File: src/rtl/pe_dma_mem_responder.sv
// Memory-side responder for the PE DMA request interface: drives a fixed-latency
// single-port SRAM and returns in-order responses through a credit-limited FIFO.
module pe_dma_mem_responder #(
    parameter int ADDR_WIDTH     = 16,
    parameter int DATA_WIDTH     = 64,
    parameter int TAG_WIDTH      = 4,
    parameter int MEM_DEPTH      = 4096,
    parameter int MEM_LATENCY    = 2,
    parameter int RSP_FIFO_DEPTH = 4
) (
    input  logic                  clk,
    input  logic                  reset_n,
    input  logic                  dma__mem__req_valid,
    input  logic                  dma__mem__req_write,
    input  logic [ADDR_WIDTH-1:0] dma__mem__req_addr,
    input  logic [DATA_WIDTH-1:0] dma__mem__req_wdata,
    input  logic [TAG_WIDTH-1:0]  dma__mem__req_tag,
    output logic                  mem__dma__req_ready,
    output logic                  mem__dma__rsp_valid,
    output logic                  mem__dma__rsp_write,
    output logic                  mem__dma__rsp_err,
    output logic [TAG_WIDTH-1:0]  mem__dma__rsp_tag,
    output logic [DATA_WIDTH-1:0] mem__dma__rsp_data,
    input  logic                  dma__mem__rsp_ready,
    output logic                  sram_en,
    output logic                  sram_we,
    output logic [ADDR_WIDTH-1:0] sram_addr,
    output logic [DATA_WIDTH-1:0] sram_wdata,
    input  logic [DATA_WIDTH-1:0] sram_rdata
);

    localparam int CW  = $clog2(RSP_FIFO_DEPTH + 1);
    localparam int PW  = (RSP_FIFO_DEPTH > 1) ? $clog2(RSP_FIFO_DEPTH) : 1;
    localparam int AW1 = ADDR_WIDTH + 1;

    typedef struct packed {
        logic                 vld;
        logic                 write;
        logic                 err;
        logic [TAG_WIDTH-1:0] tag;
    } side_t;

    typedef struct packed {
        logic                  write;
        logic                  err;
        logic [TAG_WIDTH-1:0]  tag;
        logic [DATA_WIDTH-1:0] data;
    } rsp_t;

    logic                              req_ready_q, req_ready_d;
    logic [CW-1:0]                     count_q, count_d;
    side_t [MEM_LATENCY-1:0]           pipe_q, pipe_d;
    rsp_t  [RSP_FIFO_DEPTH-1:0]        fifo_q, fifo_d;
    logic [PW-1:0]                     wr_ptr_q, wr_ptr_d;
    logic [PW-1:0]                     rd_ptr_q, rd_ptr_d;
    logic [CW-1:0]                     fcnt_q, fcnt_d;

    logic  accept, in_range, issue, push, pop, rsp_vld;
    side_t tail;
    rsp_t  push_ent, head;

    function automatic logic [PW-1:0] ptr_inc(input logic [PW-1:0] p);
        return (p == PW'(RSP_FIFO_DEPTH - 1)) ? '0 : p + PW'(1);
    endfunction

    // Request side: accept only against registered credit state.
    always_comb begin
        accept     = dma__mem__req_valid & req_ready_q;
        in_range   = {1'b0, dma__mem__req_addr} < AW1'(MEM_DEPTH);
        issue      = accept & in_range;
        sram_en    = issue;
        sram_we    = issue & dma__mem__req_write;
        sram_addr  = issue ? dma__mem__req_addr : '0;
        sram_wdata = (issue & dma__mem__req_write) ? dma__mem__req_wdata : '0;
    end

    // Sideband travels alongside the SRAM read so it lines up with sram_rdata.
    always_comb begin
        pipe_d           = pipe_q;
        pipe_d[0].vld    = accept;
        pipe_d[0].write  = accept & dma__mem__req_write;
        pipe_d[0].err    = accept & ~in_range;
        pipe_d[0].tag    = accept ? dma__mem__req_tag : '0;
        for (int i = 1; i < MEM_LATENCY; i++) begin
            pipe_d[i] = pipe_q[i-1];
        end
    end

    always_comb begin
        tail           = pipe_q[MEM_LATENCY-1];
        push           = tail.vld;
        push_ent.write = tail.write;
        push_ent.err   = tail.err;
        push_ent.tag   = tail.tag;
        push_ent.data  = (tail.vld & ~tail.write & ~tail.err) ? sram_rdata : '0;
    end

    // Response FIFO; the credit counter covers both pipeline and FIFO, so push never finds it full.
    always_comb begin
        rsp_vld  = (fcnt_q != '0);
        head     = fifo_q[rd_ptr_q];
        pop      = rsp_vld & dma__mem__rsp_ready;
        fifo_d   = fifo_q;
        wr_ptr_d = wr_ptr_q;
        rd_ptr_d = rd_ptr_q;
        if (push) begin
            fifo_d[wr_ptr_q] = push_ent;
            wr_ptr_d         = ptr_inc(wr_ptr_q);
        end
        if (pop) begin
            rd_ptr_d = ptr_inc(rd_ptr_q);
        end
        fcnt_d      = fcnt_q + CW'(push) - CW'(pop);
        count_d     = count_q + CW'(accept) - CW'(pop);
        req_ready_d = (count_d < CW'(RSP_FIFO_DEPTH));
    end

    always_comb begin
        mem__dma__req_ready = req_ready_q;
        mem__dma__rsp_valid = rsp_vld;
        mem__dma__rsp_write = rsp_vld & head.write;
        mem__dma__rsp_err   = rsp_vld & head.err;
        mem__dma__rsp_tag   = rsp_vld ? head.tag  : '0;
        mem__dma__rsp_data  = rsp_vld ? head.data : '0;
    end

    always_ff @(posedge clk or negedge reset_n) begin
        if (!reset_n) begin
            req_ready_q <= 1'b0;
            count_q     <= '0;
            pipe_q      <= '0;
            fifo_q      <= '0;
            wr_ptr_q    <= '0;
            rd_ptr_q    <= '0;
            fcnt_q      <= '0;
        end else begin
            req_ready_q <= req_ready_d;
            count_q     <= count_d;
            pipe_q      <= pipe_d;
            fifo_q      <= fifo_d;
            wr_ptr_q    <= wr_ptr_d;
            rd_ptr_q    <= rd_ptr_d;
            fcnt_q      <= fcnt_d;
        end
    end

endmodule

File: config.mk
export PLATFORM = sky130hd
export DESIGN_NAME = pe_dma_mem_responder
export DESIGN_NICKNAME = d
export VERILOG_FILES = /design/src/rtl/pe_dma_mem_responder.sv
export SDC_FILE = /design/constraint.sdc
export NUM_CORES = 1
export LEC_CHECK = 0
export BUFFER_PORTS_ARGS = -buffer_cell sky130_fd_sc_hd__buf_2
export CELL_PAD_IN_SITES_DETAIL_PLACEMENT = 1
export CELL_PAD_IN_SITES_GLOBAL_PLACEMENT = 1
export CORE_UTILIZATION = 30
export DETAILED_ROUTE_END_ITERATION = 10
export PLACE_DENSITY = 0.65
export SETUP_SLACK_MARGIN = 0.1
export SYNTH_ARGS = -nofsm -noshare
export SYNTH_HDL_FRONTEND = slang
export SYNTH_SLANG_ARGS = --single-unit
File: constraint.sdc
create_clock -name clk -period 5.7 [get_ports clk]
set_input_delay 0.285 -clock clk [delete_from_list [all_inputs] [get_ports clk]]
set_output_delay 0.285 -clock clk [all_outputs]
set_load 0.03 [all_outputs]
==> impl_metrics.yaml <==
worst_setup_path:
  critPathArrivalTime_ns: 3.06
  rr_startpoint: "mem__dma__req_ready$_DFF_PN0_"
  end_kind: "output port"
  worst_setup_path_start_kind: "flop"
  r2r-end: "count_q[2]$_DFF_PN0_"
  path_max_fanout: 42
  reg2reg_depth: 7
  crit_type: "flop to output port"
  crit_path_max_incr_delay_ns: 0.99
  cp_top_family: "flip-flops"
  crit_slowest_cell: "dfrtp_4"
  critPathBufInv: 2
  rrSetupSlack_ns: 3.13
  cp_cell_sequence: "buf_4, mux4_2, and2_1, buf_2"
  crit_start: "rd_ptr_q[0]$_DFFE_PN0P_"
  crit_required_ns: 5.41
floorplan:
  initial_utilization_pct: 30.3
  dieArea_sq_um: 51500
  dieHeight_microns: 227
  io_pins: 307
  core_sq_um: 50100
  die_w_microns: 227
  rows: 82
synthesis:
  synth-seq-cells: 305
  synth_top_cell_area_share_pct: 50.3
  synth_top_area_cell: "dfrtp_1"
  syn_area_sq_um: 15200
  synth_fa_ha_area_share_pct: 0.841
  synth-seq-area-share_pct: 50.3
  synthCells: 1085
  synthTopCellsByArea: "dfrtp_1, mux2_2, mux4_2"
  synth-simple-area-share_pct: 11.5
  synth.distinct_cells: 35
  synth_top_family_by_area: "multiplexers"
  synth_compound_area_share_pct: 0.181
  avgSynthCellArea_sq_um: 14.0
  synthMuxAreaShare_pct: 31.3
  synth_xor_area_share_pct: 0.404
  yosysWarnings: 0
drt:
  drt_iter0_drc: 442
  vias: 9905
  dr.pass1.iters: 6
  final_antenna_net_count: 0
  drcViolationCount: 0
  wl_per_cell_microns: 20.1
  via_per_inst: 4.83
  drt-total-wl_mm: 41.2
clocking:
  cts.repair.resized: 0
  clk_pin_slew_ns: 0.06
  insertion_delay_ns: 0.55
  cts_root_buf: "clkbuf_16"
  cts_buffers: 36
  htree_num_levels: 2
  cts_tree: "yes"
  clk_path_buf_depth: 3
  cts.sinks: 305
grt:
  grt_pass1_wl_mm: 64.6
  grtUsageTotal_pct: 16.5
  grt_max_degree: 165
  grt_pass1_vias: 10944
  grt-ovfl-total: 0
  grt_antenna_before_repair: 6
timing:
  max_slew_margin_pct: 27.4
  hold_viol_final: 0
  fin_worst_skew_ns: 0.0221
  fin_crit_sh_pct: 58.6
  slew_violations: 0
  final.setup.tns_ns: 0
  grt_setup_unrepaired: "no"
  setup_viol: 0
  max_freq_mhz: 299
  fin_crit_ns: 3.34
  tightestPinTransition_ns: 1.09
power_and_ir_drop:
  p_per_area_nw_per_um2: 506
  ir_drop_uv: 189
  finalPower_mw: 9.31
  leakage_nw: 9.38
final_layout:
  drive_gt1_share_pct: 57.7
  fillers: 5395
  finalNetCount: 1513
  final_cell_mix: "buf_2, dfrtp_1, mux2_2"
  multi_input_area_sq_um: 6760
  seqCellArea_sq_um: 7640
  mostFrequentLayoutCell: "buf_2"
  area_growth_pct: 21.3
hold_path:
  worstHoldStart: "dma__mem__req_tag[3]"
  min_path_cells: 2
  hold_class: "primary input to flop"
  hold_path_end: "pipe_d[10]$_DFF_PN0_"
place:
  hpwl_mm: 25.3
  place_congestion: 0.770
  io_buffer_count: 302
status:
  status: "finished clean"
run:
  max-cap-violations: 0
-- logic make-up after synthesis --
group	count (synthesis)
compound gates	4
xor+xnor	7
fa+ha+maj	9
buf+inv	178
flops	305
mux	352
other cells	1
simple gates	229
-- metal layers --
metal | global-route usage [%] | part of all wire, % | vias up
li1 | - | - | 4408
met1 | 22.1 | 44 | 5171
met2 | 27.0 | 49 | 276
met3 | 3.65 | 5.4 | 46
met4 | 3.99 | 1.5 | 4
met5 | 0 | 0.065 | -
-- final cells by class --
type | instances | area share, %
clock inverters | 14 | 0.884
multi-input cells | 605 | 36.7
inverters | 83 | 1.69
well taps | 672 | 4.57
clock buffers | 49 | 5.43
repair buffers | 320 | 9.12
flip-flops and latches | 305 | 41.5
diodes | 3 | 0.0408
-- where the power goes --
part	leakage (nW)	switching [mW]	total [mW]	internal [mW]
logic	4.68	1.72	3.43	1.71
clock network	0.566	0.930	2.26	1.33
registers	4.13	0.630	3.62	2.99
-- timing repair --
item,4_1_cts,5_1_grt
hold endpoints to repair,86,0
setup buffers,0,0
endpoints found under the setup margin,0,0
hold buffers,4,0
-- cells in the mapped netlist (all sizes together) --
master and count:
dfrtp 305, mux2 282, inv 83, nor3 76, and2 70, mux4 70, and4bb 56, buf 55
clkbuf 40, nor4bb 8, ha 7, nand2 6, and3 4, xnor2 4, nor2 3, xor2 3
fa 2, o21ai 2, a21oi 1, conb 1, nand3 1, nor2b 1, o31ai 1, or2 1
or3 1, or3b 1, or4 1
-- sequential cells by signal, indices dropped and copies added, names as in the netlist --
signal	count
push	1
pipe_q	6
fifo_q	280
mem__dma__req_ready	1
count_q	3
pipe_d	7
wr_ptr_q	2
fcnt_q	3
rd_ptr_q	2
-- metrics by stage --
step	hold WS [ns]	instance area, sq um	setup WS [ns]	std cells	util, %
finish	0.0578	18400	2.36	2051	36.8
global route	0.0534	18400	2.10	2051	36.8
CTS	0.0239	18400	2.23	2048	36.8
detailed placement	0.327	17200	2.85	1981	34.4
global placement	0.317	17200	2.89	1981	34.4
floorplan	-0.0106	15200	3.61	1088	-
-- worst max path at each step --
| stage | to | slack [ns] | depth (start not counted) |
|---|---|---|---|
| global placement | mem__dma__rsp_data[36] | 2.89 | 4 |
| finish | mem__dma__rsp_data[36] | 2.36 | 4 |
| global route | mem__dma__rsp_data[31] | 2.10 | 4 |
| CTS | mem__dma__rsp_data[36] | 2.23 | 4 |
| floorplan | sram_wdata[15] | 3.61 | 4 |
| detailed placement | mem__dma__rsp_data[36] | 2.85 | 4 |
Note: power is estimated with default switching activity, not from simulation.
